File: src/rtl/nrc_pkg.sv
// Shared types and constants for the network read controller (nrc_burst_rd).
package nrc_pkg;

  typedef enum logic [2:0] {
    ST_IDLE,
    ST_ADDR_RQ,
    ST_AR,
    ST_RD,
    ST_NEXT,
    ST_HOLD
  } nrc_state_t;

  // One-hot tensor codes presented on NrcNc_dataType.
  localparam logic [2:0] DT_DATA   = 3'b001;
  localparam logic [2:0] DT_WEIGHT = 3'b010;
  localparam logic [2:0] DT_BIAS   = 3'b100;

  localparam logic [3:0]  ARID_DEFAULT = 4'b1001;
  localparam int unsigned MAX_BURST    = 16;

  // Beats in the next burst: whatever is left, capped at the burst length.
  function automatic int unsigned min_beats(input int unsigned remaining,
                                            input int unsigned burstLen);
    return (remaining < burstLen) ? remaining : burstLen;
  endfunction

endpackage

File: src/rtl/nrc_burst_rd_buf.sv
// nrc_pack_buf: word-slot register file with a flat packed output.
// Slot i lives at flat[32i+31:32i]; a write touches only the addressed slot.
module nrc_pack_buf #(
  parameter int unsigned DEPTH = 1,
  parameter int unsigned IDX_W = 1
) (
  input  logic                  clk,
  input  logic                  rst,
  input  logic                  we,
  input  logic [IDX_W-1:0]      wrIdx,
  input  logic [31:0]           wrData,
  output logic [DEPTH*32-1:0]   flat
);

  // Clear on reset, otherwise overwrite only the addressed slot.
  always_ff @(posedge clk) begin
    if (rst) begin
      flat <= '0;
    end else if (we) begin
      for (int unsigned i = 0; i < DEPTH; i++) begin
        if (wrIdx == IDX_W'(i)) begin
          flat[32*i +: 32] <= wrData;
        end
      end
    end
  end

endmodule

File: src/rtl/nrc_burst_rd.sv
// nrc_burst_rd: fetches the bias, weight and data tensors of one layer with
// multi-beat read bursts and presents them to the fully-connected unit.
// Optional feature macro: NRC_RLAST_CHECK_EN (rlast consistency check driving
// a sticky NrcNc_err; when undefined rlast is ignored and NrcNc_err is 0).
module nrc_burst_rd
  import nrc_pkg::*;
#(
  parameter int unsigned BATCH_SIZE   = 1,
  parameter int unsigned FEATURE_SIZE = 1,
  parameter int unsigned BIAS_SIZE    = 1,
  parameter int unsigned BURST_LEN    = 16,
  parameter logic [3:0]  ARID         = ARID_DEFAULT,
  parameter int unsigned ADDR_W       = 28
) (
  input  logic                               clk,
  input  logic                               rst,
  input  logic                               NcNrc_start,
  output logic                               NrcNc_initAddrRq,
  output logic [2:0]                         NrcNc_dataType,
  input  logic [ADDR_W-1:0]                  NcNrc_initAddr,
  input  logic                               NcNrc_initAddrEn,
  output logic                               NrcNc_rd_end,
  output logic                               NrcNc_err,
  output logic                               NrcBus_arvalid,
  output logic [3:0]                         NrcBus_aruserid,
  output logic [3:0]                         NrcBus_arlen,
  output logic                               NrcBus_aruserap,
  output logic [ADDR_W-1:0]                  NrcBus_araddr,
  input  logic                               BusNrc_arready,
  input  logic                               BusNrc_rvalid,
  input  logic                               BusNrc_rlast,
  input  logic [3:0]                         BusNrc_rid,
  input  logic [31:0]                        BusNrc_rdata,
  output logic [BATCH_SIZE*FEATURE_SIZE*32-1:0] NrcFc_data,
  output logic [FEATURE_SIZE*BIAS_SIZE*32-1:0]  NrcFc_weight,
  output logic [BIAS_SIZE*32-1:0]               NrcFc_bias,
  output logic                               NrcFc_valid,
  input  logic                               FcNrc_ready
);

  localparam int unsigned DSZ   = BATCH_SIZE * FEATURE_SIZE;
  localparam int unsigned WSZ   = FEATURE_SIZE * BIAS_SIZE;
  localparam int unsigned BSZ   = BIAS_SIZE;
  localparam int unsigned MAXDW = (DSZ > WSZ) ? DSZ : WSZ;
  localparam int unsigned MAXSZ = (MAXDW > BSZ) ? MAXDW : BSZ;
  localparam int unsigned CNT_W = $clog2(MAXSZ + 1);

  nrc_state_t         state, stateNxt;
  logic [2:0]         dtReg, dtNxt;
  logic [ADDR_W-1:0]  addr, addrNxt;
  logic [CNT_W-1:0]   wordCnt, wordCntNxt;
  logic [4:0]         beatCnt, beatCntNxt;
  logic [4:0]         burstBeats, burstBeatsNxt;
  logic               rdEndQ, rdEndNxt;

  logic [CNT_W-1:0]   tensorSize;
  logic [CNT_W-1:0]   remaining;
  logic [4:0]         curBeats;
  logic               beatAcc;
  logic               finalBeat;

  // Size of the tensor currently being fetched and the beats of its next burst.
  always_comb begin
    tensorSize = CNT_W'(DSZ);
    case (dtReg)
      DT_BIAS:   tensorSize = CNT_W'(BSZ);
      DT_WEIGHT: tensorSize = CNT_W'(WSZ);
      default:   tensorSize = CNT_W'(DSZ);
    endcase
    remaining = tensorSize - wordCnt;
    curBeats  = 5'(min_beats(32'(remaining), BURST_LEN));
  end

  assign beatAcc   = (state == ST_RD) && BusNrc_rvalid && (BusNrc_rid == ARID);
  assign finalBeat = (beatCnt == burstBeats - 5'd1);

  // Next-state and next-register values for the fetch sequencer.
  always_comb begin
    stateNxt      = state;
    dtNxt         = dtReg;
    addrNxt       = addr;
    wordCntNxt    = wordCnt;
    beatCntNxt    = beatCnt;
    burstBeatsNxt = burstBeats;
    rdEndNxt      = 1'b0;
    case (state)
      ST_IDLE: begin
        if (NcNrc_start) begin
          dtNxt    = DT_BIAS;
          stateNxt = ST_ADDR_RQ;
        end
      end
      ST_ADDR_RQ: begin
        if (NcNrc_initAddrEn) begin
          addrNxt    = NcNrc_initAddr;
          wordCntNxt = '0;
          stateNxt   = ST_AR;
        end
      end
      ST_AR: begin
        if (BusNrc_arready) begin
          burstBeatsNxt = curBeats;
          beatCntNxt    = '0;
          stateNxt      = ST_RD;
        end
      end
      ST_RD: begin
        if (beatAcc) begin
          wordCntNxt = wordCnt + CNT_W'(1);
          beatCntNxt = beatCnt + 5'd1;
          if (finalBeat) begin
            addrNxt  = addr + ADDR_W'(burstBeats);
            stateNxt = ST_NEXT;
          end
        end
      end
      ST_NEXT: begin
        if (remaining != '0) begin
          stateNxt = ST_AR;
        end else if (dtReg == DT_BIAS) begin
          dtNxt    = DT_WEIGHT;
          stateNxt = ST_ADDR_RQ;
        end else if (dtReg == DT_WEIGHT) begin
          dtNxt    = DT_DATA;
          stateNxt = ST_ADDR_RQ;
        end else begin
          rdEndNxt = 1'b1;
          stateNxt = ST_HOLD;
        end
      end
      ST_HOLD: begin
        if (FcNrc_ready) begin
          stateNxt = ST_IDLE;
        end
      end
      default: stateNxt = ST_IDLE;
    endcase
  end

  // Sequencer registers; reset abandons any transfer in flight.
  always_ff @(posedge clk) begin
    if (rst) begin
      state      <= ST_IDLE;
      dtReg      <= '0;
      addr       <= '0;
      wordCnt    <= '0;
      beatCnt    <= '0;
      burstBeats <= '0;
      rdEndQ     <= 1'b0;
    end else begin
      state      <= stateNxt;
      dtReg      <= dtNxt;
      addr       <= addrNxt;
      wordCnt    <= wordCntNxt;
      beatCnt    <= beatCntNxt;
      burstBeats <= burstBeatsNxt;
      rdEndQ     <= rdEndNxt;
    end
  end

  assign NrcNc_initAddrRq = (state == ST_ADDR_RQ);
  assign NrcNc_dataType   = (state == ST_IDLE) ? 3'b000 : dtReg;
  assign NrcNc_rd_end     = rdEndQ;
  assign NrcFc_valid      = (state == ST_HOLD);
  assign NrcBus_arvalid   = (state == ST_AR);
  assign NrcBus_aruserap  = NrcBus_arvalid;
  assign NrcBus_aruserid  = NrcBus_arvalid ? ARID : 4'b0000;
  assign NrcBus_arlen     = NrcBus_arvalid ? 4'(curBeats - 5'd1) : 4'b0000;
  assign NrcBus_araddr    = NrcBus_arvalid ? addr : '0;

`ifdef NRC_RLAST_CHECK_EN
  logic errQ;

  // Sticky flag: rlast must coincide exactly with the counted final beat.
  always_ff @(posedge clk) begin
    if (rst) begin
      errQ <= 1'b0;
    end else if (beatAcc && (BusNrc_rlast != finalBeat)) begin
      errQ <= 1'b1;
    end
  end

  assign NrcNc_err = errQ;
`else
  logic unusedRlast;
  assign unusedRlast = BusNrc_rlast;
  assign NrcNc_err   = 1'b0;
`endif

  nrc_pack_buf #(.DEPTH(BSZ), .IDX_W(CNT_W)) uBiasBuf (
    .clk    (clk),
    .rst    (rst),
    .we     (beatAcc && (dtReg == DT_BIAS)),
    .wrIdx  (wordCnt),
    .wrData (BusNrc_rdata),
    .flat   (NrcFc_bias)
  );

  nrc_pack_buf #(.DEPTH(WSZ), .IDX_W(CNT_W)) uWeightBuf (
    .clk    (clk),
    .rst    (rst),
    .we     (beatAcc && (dtReg == DT_WEIGHT)),
    .wrIdx  (wordCnt),
    .wrData (BusNrc_rdata),
    .flat   (NrcFc_weight)
  );

  nrc_pack_buf #(.DEPTH(DSZ), .IDX_W(CNT_W)) uDataBuf (
    .clk    (clk),
    .rst    (rst),
    .we     (beatAcc && (dtReg == DT_DATA)),
    .wrIdx  (wordCnt),
    .wrData (BusNrc_rdata),
    .flat   (NrcFc_data)
  );

endmodule
File: config.mk
export PLATFORM = sky130hd
export DESIGN_NAME = nrc_burst_rd
export DESIGN_NICKNAME = d
export VERILOG_FILES = /design/src/rtl/nrc_pkg.sv /design/src/rtl/nrc_burst_rd_buf.sv /design/src/rtl/nrc_burst_rd.sv
export SDC_FILE = /design/constraint.sdc
export NUM_CORES = 1
export LEC_CHECK = 0
export ABC_AREA = 1
export BUFFER_PORTS_ARGS = -buffer_cell sky130_fd_sc_hd__buf_4
export CAP_MARGIN = 30
export CORE_MARGIN = 1.5
export CORE_UTILIZATION = 55
export CTS_CLUSTER_DIAMETER = 150
export CTS_CLUSTER_SIZE = 20
export DETAILED_ROUTE_END_ITERATION = 7
export GPL_TIMING_DRIVEN = 0
export PLACE_DENSITY_LB_ADDON = 0.25
export RECOVER_POWER = 100
export SLEW_MARGIN = 20
export SYNTH_ARGS = -nofsm -noshare
export SYNTH_HDL_FRONTEND = slang
export SYNTH_SLANG_ARGS = --single-unit
File: constraint.sdc
create_clock -name clk -period 4.05 [get_ports clk]
set_input_delay 0.405 -clock clk [delete_from_list [all_inputs] [get_ports clk]]
set_output_delay 0.405 -clock clk [all_outputs]
set_load 0.01 [all_outputs]
* Yosys cells after proc, flatten, opt, wreduce, memory -nomap -nowiden *
Index checks and enable logic that the tools add are counted.

operators by class
  equality and inequality tests = 18
  add/subtract/negate cells = 6
  reductions and logical operators = 19
  mux-type cells = 30
  bitwise operators = 2

operators with widths
  operator                                                count
  two-way mux 28 bit                                      4
  one-hot mux 28 bit (2 select lines)                     1
  two-way mux 3 bit                                       14
  adder 28 x 1 -> 28 bit                                  1
  one-hot mux 3 bit (6 select lines)                      1
  two-way mux 5 bit                                       2
  one-hot mux 5 bit (2 select lines)                      1
  equality test 3 x 2 -> 1 bit (second input constant)    3
  equality test 3 bit (second input constant)             3
  two-way mux 4 bit                                       2
  inequality test 2 bit (second input constant)           4
  AND reduction 2 bit                                     4
  AND reduction 4 bit                                     2
  equality test 3 x 1 -> 1 bit (second input constant)    2
  inequality test 2 x 1 -> 1 bit (second input constant)  3
  one-hot mux 3 bit (2 select lines)                      1
  AND reduction 3 bit                                     2
  AND reduction 6 bit                                     1
  nonzero test 2 bit                                      3
  adder 5 x 1 -> 5 bit (second input constant)            1
  equality test 5 bit                                     1
  logical AND 1 bit                                       5
  equality test 4 bit (second input constant)             1
  OR reduction 4 bit                                      1
  8 further kinds                                         12

word-level totals
  output and inout port bits = 141
  register bits = 138
  input port bits = 72

* Longest topological paths before layout *
Gate-level depths: netlist of run 1.

  word-level depth = 5
  depth in mapped cells = 12
  depth with buffers taken out = 11

* Modules after synthesis *
Synthesis of run 1 repeated with hierarchy kept, for this count alone.

unflattened totals
  cells, all modules = 1,173
  area total of the unflattened synthesis = 7,226.9 um^2

modules (own cells, without submodules)
  module        area each (um^2)  times used  cells an instance
  nrc_pack_buf  1,386.3           3           209
  nrc_burst_rd  3,067.9           1           546

* Worst setup path after synthesis of run 1 *
OpenSTA, ideal clock, no wires.

  kind = register to output
  start point = reg state[2]
  end point = out NrcBus_araddr[17]
  buffers on the path = 2
  setup slack = 2.378 ns
  cell stages (with the launch flop) = 6
  data arrival time = 1.267 ns
  path through = dfxtp_1 inv_2 nand3_1 clkbuf_1 clkbuf_1 nor2_1

on the way
  cells in the longest elaborated chain, start to end = 2

RTL lines
  item                          RTL line             text
  start, declared               nrc_burst_rd.sv:48   nrc_state_t state, stateNxt;
  start signal, assigned        nrc_burst_rd.sv:151  state <= stateNxt;
  equality test 3 x 2 -> 1 bit  nrc_burst_rd.sv:165  assign NrcBus_arvalid = (state == ST_AR);
  two-way mux 28 bit            nrc_burst_rd.sv:169  assign NrcBus_araddr = NrcBus_arvalid ? addr : '0;
  end, declared                 nrc_burst_rd.sv:28   output logic [ADDR_W-1:0] NrcBus_araddr,

No other way between the ends.

* Final worst setup path of run 1 *
  start point = reg state[2]
  end point = reg uBiasBuf.flat[14]

on the way
  cells in the longest elaborated chain, start to end = 5

RTL lines
  item                                  RTL line                text
  equality test 3 x 2 -> 1 bit          nrc_burst_rd.sv:74      assign beatAcc = (state == ST_RD) && BusNrc_rvalid && (BusNrc_rid == ARID);
  logical AND 1 bit (2 in series)       nrc_burst_rd.sv:74
  logical AND 1 bit                     nrc_burst_rd.sv:193     .we (beatAcc && (dtReg == DT_BIAS)),
  AND reduction 2 bit (no source line)  n/a
  end signal, assigned by index         nrc_burst_rd_buf.sv:22  flat[32*i +: 32] <= wrData;
  end, declared                         nrc_burst_rd_buf.sv:12  output logic [DEPTH*32-1:0] flat

No other way between the ends.
A chain may end at the register's enable or synchronous reset.

==> results of run 1 <==
-- kinds of logic (layout without fill, tap and decap cells) --
kind of cell	Yosys count	count (layout)	synth area share
AND/OR/NAND/NOR	380	380	0.240
AO/OA/AOI/OAI	271	271	0.209
buffers and inverters	185	423	0.123
flip-flops	138	138	0.417
adder cells (fa/ha/maj)	3	3	0.00566
XOR/XNOR	3	3	0.00396
other	1	3	0.000566
multiplexers	1	1	0.00151
-- power by group through the flow --
stage               clock (W)  combinational (W)  sequential (W)
floorplan                   0           0.000646         0.00157
global placement            0           0.000919         0.00159
detailed placement          0           0.000939         0.00159
CTS                   0.00154           0.000950         0.00157
global route          0.00160            0.00100         0.00158
finish                0.00154           0.000895         0.00157
-- registers in the layout (all words and copies together) (netlist names) --
signal / count
beatCnt: 5
uBiasBuf.flat: 32
state: 3
NrcNc_rd_end: 1
addr: 28
dtReg: 3
uWeightBuf.flat: 32
uDataBuf.flat: 32
wordCnt: 1
burstBeats: 1
-- path summary, 6_finish.rpt --
path / startpoint / end / slack, ns / cells after the start
worst max register to register: state[2] / uBiasBuf.flat[14] / 1.31 / 10
worst min register to register: uDataBuf.flat[28] / uDataBuf.flat[28] / 0.44 / 2
worst max-delay path: state[2] / uBiasBuf.flat[14] / 1.31 / 10
worst min-delay path: BusNrc_rdata[1] / uWeightBuf.flat[1] / 0.25 / 3
-- Yosys cell counts (all sizes together) --
cell type | count | area, µm²
and2 | 1 | 6.26
ha | 3 | 37.5
a21oi | 135 | 676
a22oi | 1 | 7.51
mux2i | 1 | 10.0
nor3b | 1 | 7.51
o21bai | 6 | 45.0
clkinv | 1 | 3.75
nand4 | 3 | 25.0
nand3 | 43 | 238
nand3b | 3 | 22.5
o21a | 1 | 7.51
clkbuf | 27 | 101
nor3 | 6 | 30.0
a211oi | 1 | 7.51
dfxtp | 138 | 2760
a311oi | 1 | 8.76
inv | 123 | 462
xor2 | 3 | 26.3
conb | 1 | 3.75
nor2 | 166 | 648
buf | 34 | 250
nand2 | 157 | 613
o21ai | 126 | 631
-- through the flow --
stage	instances	total power, W	utilization
2_1_floorplan	984	0.00221	-
3_3_place_gp	1334	0.00251	0.724
3_5_place_dp	1334	0.00253	0.724
4_1_cts	1365	0.00405	0.774
5_1_grt	1365	0.00418	0.719
6_report	1365	0.00400	0.719
-- layer usage --
metal | vias to the layer above | GRT usage
li1 | 3590 | -
met1 | 3328 | 0.379
met2 | 337 | 0.576
met3 | 56 | 0.0996
met4 | 0 | 0.144
met5 | - | 0
-- layout make-up --
| class | instances | area share |
|---|---|---|
| Multi-Input combinational cell | 661 | 0.360 |
| Inverter | 124 | 0.0560 |
| Timing Repair Buffer | 207 | 0.127 |
| Clock inverter | 10 | 0.0143 |
| Clock buffer | 21 | 0.0554 |
| Sequential cell | 138 | 0.332 |
| Buffer | 61 | 0.0342 |
| Tap cell | 143 | 0.0215 |
-- worst max-delay path, cell delays in order (launching register included) --
cell and delay (ns):
sky130_fd_sc_hd__dfxtp_1 0.38, sky130_fd_sc_hd__inv_1 0.13, sky130_fd_sc_hd__nand2_1 0.10, sky130_fd_sc_hd__nor2_1 0.13
sky130_fd_sc_hd__inv_1 0.10, sky130_fd_sc_hd__nor2_1 0.23, sky130_fd_sc_hd__clkbuf_1 0.40, sky130_fd_sc_hd__nand3_1 0.46
sky130_fd_sc_hd__clkbuf_1 0.34, sky130_fd_sc_hd__o21ai_0 0.29, sky130_fd_sc_hd__a21oi_1 0.07
==> impl.org, run 1 <==
** Status
- Outcome :: complete, no violations

** Floorplan
- The floorplan step set the die height to ~110 µm.
- The floorplan step defined a die boundary enclosing 12700 µm².
- about 210 I/O pins were placed.
- The initial utilization of the core area, before any placement, comes to 0.573.
- Floorplan core area :: 11600 µm²
- Die W :: 113 µm
- In this run the core area contains 39 standard-cell rows.

** Timing
- Setup violations remaining at the end of the flow were counted as 0.
- Highest achievable clock rate :: around 0.37 GHz
- Number of hold violations in the final report :: 0
- Min Clock Period, post-route :: around 2.7 ns
- Once routing completed, OpenROAD measured the worst setup slack at about 1.3 ns.
- Setup repair after global routing left no endpoint under its margin.
- The tightest hold path in the finished design has a slack of between 0.2 and 0.3 ns.
- For the final routed database, the setup TNS stands at 0 ns.
- Of the available clock period, the critical path in the final layout requires 0.676.
- Clock skew on the completed layout was measured at just under 0.008 ns.
- Headroom to the max-slew limit came out at 0.541.
- Transition time at the pin with the least slew margin :: a little under 0.7 ns
- Number of pins exceeding their max-slew limit in the final report :: 0

** Synthesis
- Synthesis inferred approximately 140 register bits.
- Number of unique standard cell types used by synthesis :: 36
- Part of the Yosys area used for sequential elements :: 0.417
- Synthesized area per cell :: just under 7 µm²
- The Yosys step of the flow raised 0 warnings.
- Synthesis produced a netlist whose cell count is ~980.
- Area of the mapped netlist :: approximately 6600 µm²

** Finish
- Summed area of non-filler cells in the final layout :: 8310 µm²
- Summing all multi-input logic gate instances after layout gives about 3000 µm².
- 0 antenna diodes ended up in the layout.
- Commonest non-fill, non-tap cell in the layout :: sky130_fd_sc_hd__clkbuf_1
- Fill cell total of the finished layout :: roughly 1000
- In the layout the commonest cells are 179 x sky130_fd_sc_hd__clkbuf_1, 165 x sky130_fd_sc_hd__nor2_1, 157 x sky130_fd_sc_hd__nand2_1.
- Storage cell area :: about 2800 µm²
- Fraction of final layout cells with drive strength greater than 1 :: 0.0990
- Synth-to-Final Area Change :: 25.4%
- Post-layout net count :: roughly 1300

** CTS
- Clock tree from TritonCTS :: yes
- The tree built by TritonCTS fans out to 138 sinks.
- Buffers from clock root to sink, at most :: 2
- Master cell of the clock root buffer :: sky130_fd_sc_hd__clkbuf_16
- Hold repair after CTS inserted 0 buffers.
- Clock-pin transition on the worst setup and hold timing paths :: roughly 0.060 ns
- Post CTS Setup Buffer Count :: 0
- Number of H-tree branching levels :: 4
- PostCTS Resize Cnt :: 0
- Cts bufs inserted :: 17
- Later-pin clock latency in the skew report :: 0.43 ns

** Place
- In this run the cell area measured after placement is about 8400 µm².
- Summed over all nets, the half-perimeter wirelength after detailed placement is about 15 mm.
- Port buffering added 207 buffers.
- The congestion estimate from routability-driven global placement came to a little under 1.
- OpenSTA, run right after detailed placement, puts the worst setup slack at roughly 1.8 ns.

** Pwr
- Net switching fraction of the power :: 0.327
- VDD sags by at most ~0.29 mV.
- Register share of total power :: 0.392
- Internal power comes to between 0.002 and 0.003 W.
- Power per Cell Area :: slightly below 500 nW/µm²
- Of the total power, the clock network draws 0.384.
- The analysis attributes to cell leakage a power of a little over 3 nW.
- Comb pwr share :: 0.224
- Switching power total :: between 0.001 and 0.0015 W

** GRT
- Via count of the first global-routing pass :: 7041
- Initial antenna violation count :: 0
- Overflow left after global routing :: 0
- Global-route usage over all layers :: 0.332
- Entering global routing, the biggest net connects 17 pins.
- The first global-routing pass estimated roughly 34 mm of wire.

** Worst setup path
- Along the worst path, the maximum fanout reaches 10.
- Critical Path Start Type :: flop
- CP required :: 4.36 ns
- Type of the worst setup path :: flop to flop
- At the worst endpoint, the arrival time is between 3 and 4 ns.
- Nature of the critical path endpoint :: flop

** Routing
- Summed over all nets, wire length on met2 after detailed routing comes to a little over 10 mm.
- Remaining number of nets flagged by the antenna check after routing :: 0
- Average wire per cell in the routed design :: 15.3 µm
- The pre-antenna-repair detailed-routing pass consisted of 5 iterations.
- WL final :: 20.9 mm
- Via count :: approximately 7300
- Signal routing reaches up to met4.
- DR iter-0 viols :: 718
- Length of routed met3 wiring :: a little under 2 mm
- Dividing the detail-routed via count by the number of cells gives 5.36.
- For this run, design rule violations remaining after detail routing come to 0.
- M1 wire length :: roughly 8 mm

** Job
- Max-cap violations :: 0

** Hold path
- Type of the tightest min-delay check :: primary input to flop
Note: power is estimated with default switching activity, not from simulation.
==> run 2: changes to the inputs <==
ABC_AREA = 0   (was 1)
CORE_UTILIZATION = 51   (was 55)
clock period = 2.78 ns   (was 4.05 ns; I/O delays follow)
==> impl.org, run 2 <==
** Synthesis
- Part of the Yosys area used for sequential elements :: 0.432 (+0.0152)
- Commonest register cell after synthesis :: sky130_fd_sc_hd__dfxtp_1
- Cell type with the largest total area after synthesis :: sky130_fd_sc_hd__dfxtp_1
- Post-synth top cells :: 226 x sky130_fd_sc_hd__nand2_1, 138 x sky130_fd_sc_hd__dfxtp_1, 126 x sky130_fd_sc_hd__a21oi_1, 47 x sky130_fd_sc_hd__clkbuf_1, 42 x sky130_fd_sc_hd__nor2_1
- The fraction of synthesis flops using an asynchronous set or reset pin is 0 (unchanged).
- The flop and latch count out of synthesis is 138 (unchanged).
- By instance count, the leading cell after synthesis is sky130_fd_sc_hd__nand2_1.
- Yosys synthesis warning count :: 0 (unchanged)
- Synthesized area per cell :: 7.73 µm² (+14%)
- Leading cell types by total area after synthesis :: sky130_fd_sc_hd__dfxtp_1 43%, sky130_fd_sc_hd__nand2_1 13%, sky130_fd_sc_hd__a21oi_1 9.9%
- The number of standard cells after synthesis came to 828 (-16%).
- Fraction of synthesized cell area taken by the top area cell type :: 0.432 (+0.0152)
- Area of the mapped netlist :: 6400 µm² (-3.5%)
- EDFF count, synth :: 0 (unchanged)
- Number of unique standard cell types used by synthesis :: 66 (+83%)

** CTS
- Buffers from clock root to sink, at most :: 2 (unchanged)
- Later-pin clock latency in the skew report :: 0.43 ns (about the same)
- The count of hold buffers inserted by post-cts repair was 0 (unchanged).
- The clock net sink count came to 138 (unchanged).
- Master cell of the clock root buffer :: sky130_fd_sc_hd__clkbuf_16
- Cts bufs inserted :: 17 (unchanged)
- Number of H-tree branching levels :: 4 (unchanged)
- Clock-pin transition on the worst setup and hold timing paths :: 0.06 ns (about the same)
- Clock tree from TritonCTS :: yes

** Routing
- Average wire per cell in the routed design :: 16.6 µm (+8.4%)
- The average via count per standard cell is 5.60 (+4.6%).
- The first-pass iteration count of the detailed router is 6 (+1).
- DR iter-0 viols :: 671 (-6.5%)
- The remaining antenna violation count came to 0 (unchanged).
- WL final :: 20.5 mm (-1.9%)
- Via count :: 6920 (-5.3%)
- Final routed DRC violation total :: 0 (unchanged)

** Finish
- The share of the core filled with cells in the final layout was 0.683 (-0.0359).
- The largest registers in the layout are uBiasBuf.flat: 32 flops, uDataBuf.flat: 32 flops, uWeightBuf.flat: 32 flops.
- Fraction of final layout cells with drive strength greater than 1 :: 0.147 (+0.0481)
- Synth-to-Final Area Change :: 29.3%
- Ant. Diodes :: 0 (unchanged)
- The library cell used most frequently in the layout, excluding fill and tap cells, is sky130_fd_sc_hd__nand2_1.
- Post-layout net count :: 1131 (-12%)
- Most frequent cells in the layout :: 227 x sky130_fd_sc_hd__nand2_1, 174 x sky130_fd_sc_hd__clkbuf_1, 138 x sky130_fd_sc_hd__dfxtp_1
- Summed area of non-filler cells in the final layout :: 8270 µm² (-0.50%)

** GRT
- Via count of the first global-routing pass :: 6230 (-12%)
- Global-route wire length before repair :: 31.7 mm (-5.7%)
- The global route total overflow came to 0 (unchanged).
- Maximum number of pins on one net before global-route repair :: 17 (unchanged)
- Initial antenna violation count :: 0 (unchanged)
- Global-route usage over all layers :: 0.307 (-0.0244)

** Place
- The quantity of I/O buffers inserted on ports is 207 (unchanged).
- The post-placement worst setup slack was 0.257 ns (-1.58 ns).
- The instance area after placement was 8170 µm² (-2.4%).
- DP Wirelength :: 14.8 mm (-0.91%)
- The global placer's final weighted congestion came to 0.969 (+0.65%).

** Timing
- The final-layout setup total negative slack is 0 ns (unchanged).
- Skew final :: 0.00623 ns (-0.00173 ns)
- RSZ-0062 raised after global routing :: no
- Dividing the final minimum period by the clock period gives 0.959.
- The relative max-transition margin was 0.368 (-0.173).
- Transition time at the pin with the least slew margin :: 0.940 ns (+0.252 ns)
- Smallest hold slack :: 0.112 ns (-0.140 ns)
- The number of pins exceeding their max-slew limit in the final report is 0 (unchanged).
- For this run, the top clock speed supported by timing is 0.375 GHz.
- The final-report setup violation count is 0 (unchanged).
- The routed design could run at a clock period as short as 2.67 ns.
- Number of hold violations in the final report :: 0 (unchanged)
- The setup slack after layout came to 0.115 ns (-1.20 ns).

** Floorplan
- The die outline area came to 13200 µm² (+3.9%).
- Die W :: 115 µm (+2.0%)
- The number of placement rows is 40 (+2.6%).
- The boundary pin count came to 213 (unchanged).
- The core region area is 12100 µm² (+4.7%).
- The height of the chip came to 115 µm (+2.0%).
- The initial core utilization is 0.528 (-0.0451).

** Pwr
- The proportion of power drawn by flip-flops and latches was 0.404 (+0.012).
- The share of total power consumed by net switching came to 0.264 (-0.0632).
- The areal power density over the cells came to 630 nW/µm² (+31%).
- Maximum resistive drop on vdd :: 0.412 mV (+44%)
- The fraction of power consumed by combinational cells was 0.139 (-0.085).
- Leakage :: 2.94 nW (-4.3%)
- Cell Int Power :: 0.00384 W (+42%)
- Switching power total :: 0.00137 W (+5.1%)
- The clock network fraction of total power is 0.457 (+0.073).

** Hold path
- The min-delay analysis places its worst path in the category primary input to flop.

** Worst setup path
- STA classifies the critical path startpoint as a flop.
- The endpoint arrival time on the critical path was 2.39 ns (-0.66 ns).
- Nature of the critical path endpoint :: primary output
- The required time of the worst setup path is 2.50 ns (-1.86 ns).
- The critical path is of the flop to primary output type.
- Maximum fanout along the worst path :: 10 (unchanged)

** Job
- Max-cap violations :: 0 (unchanged)

** Status
- Outcome :: complete, no violations
==> run 2: cell types whose count changed after synthesis, moves of 11 or more <==
cell | before | now
sky130_fd_sc_hd__nand3_1 | 40 | 8
sky130_fd_sc_hd__inv_1 | 120 | 12
sky130_fd_sc_hd__a31oi_1 | 0 | 11
sky130_fd_sc_hd__and2_1 | 1 | 21
sky130_fd_sc_hd__nand2_1 | 153 | 226
sky130_fd_sc_hd__o21ai_0 | 88 | 10
sky130_fd_sc_hd__o21ai_1 | 38 | 5
sky130_fd_sc_hd__nor2_1 | 162 | 42
sky130_fd_sc_hd__nor3_1 | 6 | 24
sky130_fd_sc_hd__clkbuf_1 | 27 | 47
==> run 2: stage by stage <==
step,power [W],instances
after floorplan,0.00258,830
after global placement,0.00286,1205
after detailed placement,0.00287,1205
after CTS,0.00522,1235
after global routing,0.00537,1235
final,0.00521,1235
==> run 2: cell families (layout without fill, tap and decap cells) <==
group / Yosys count / count (layout) / share of synthesized area
and+or+nand+nor: 382 / 382 / 0.273
AOI/OAI and AO/OA: 210 / 210 / 0.213
DFF: 138 / 138 / 0.432
buffers and inverters: 88 / 325 / 0.0667
xor gates and xnor gates: 4 / 4 / 0.00548
adders and majority gates: 3 / 3 / 0.00587
muxes: 2 / 2 / 0.00313
other: 1 / 3 / 0.000586
==> run 2: critical path, cell delays in order, from the launching register on <==
cell                       delay, ns
sky130_fd_sc_hd__dfxtp_1        0.29
sky130_fd_sc_hd__buf_4          0.15
sky130_fd_sc_hd__or2_2          0.29
sky130_fd_sc_hd__clkbuf_1       0.19
sky130_fd_sc_hd__nor2_4         0.19
sky130_fd_sc_hd__clkbuf_2       0.27
sky130_fd_sc_hd__and2_1         0.29
sky130_fd_sc_hd__clkbuf_4       0.18
sky130_fd_sc_hd__buf_4          0.10
==> run 2: final timing paths <==
| path | from | to | slack, ns | cells past startpoint |
|---|---|---|---|---|
| worst max register to register | burstBeats[0] | addr[21] | 0.21 | 7 |
| worst min register to register | uDataBuf.flat[11] | uDataBuf.flat[11] | 0.45 | 2 |
| worst max-delay path | state[0] | NrcBus_arlen[3] | 0.11 | 8 |
| worst min-delay path | BusNrc_arready | burstBeats[0] | 0.11 | 2 |
==> run 2: layout make-up <==
class / count / area (µm²)
Buffer: 76 / 369
Inverter: 12 / 45.0
Clock buffer: 19 / 443
Tap cell: 168 / 210
Multi-Input combinational cell: 604 / 3170
Clock inverter: 11 / 171
Timing Repair Buffer: 207 / 1100
Sequential cell: 138 / 2760
Fill cell: 1153 / 3840
==> run 2: what timing repair did <==
action	CTS	global route
endpoints found under the setup margin	4	3
cloned	0	0
pin swaps	0	0
resized for setup	2	1
buffers inserted	0	0
==> run 2: power by group through the flow <==
| stage | Combinational (W) | Sequential [W] | Clock, W |
|---|---|---|---|
| 2_1_floorplan | 0.000454 | 0.00213 | 0 |
| 3_3_place_gp | 0.000717 | 0.00214 | 0 |
| 3_5_place_dp | 0.000725 | 0.00215 | 0 |
| 4_1_cts | 0.000731 | 0.00210 | 0.00239 |
| 5_1_grt | 0.000786 | 0.00211 | 0.00247 |
| 6_report | 0.000723 | 0.00211 | 0.00238 |
==> run 2: routing by layer <==
metal,GRT usage,share of wire,up-vias
met5,0,0,-
li1,-,-,3302
met2,0.485,0.45,366
met1,0.393,0.43,3193
met4,0.142,0.032,0
met3,0.0833,0.089,59
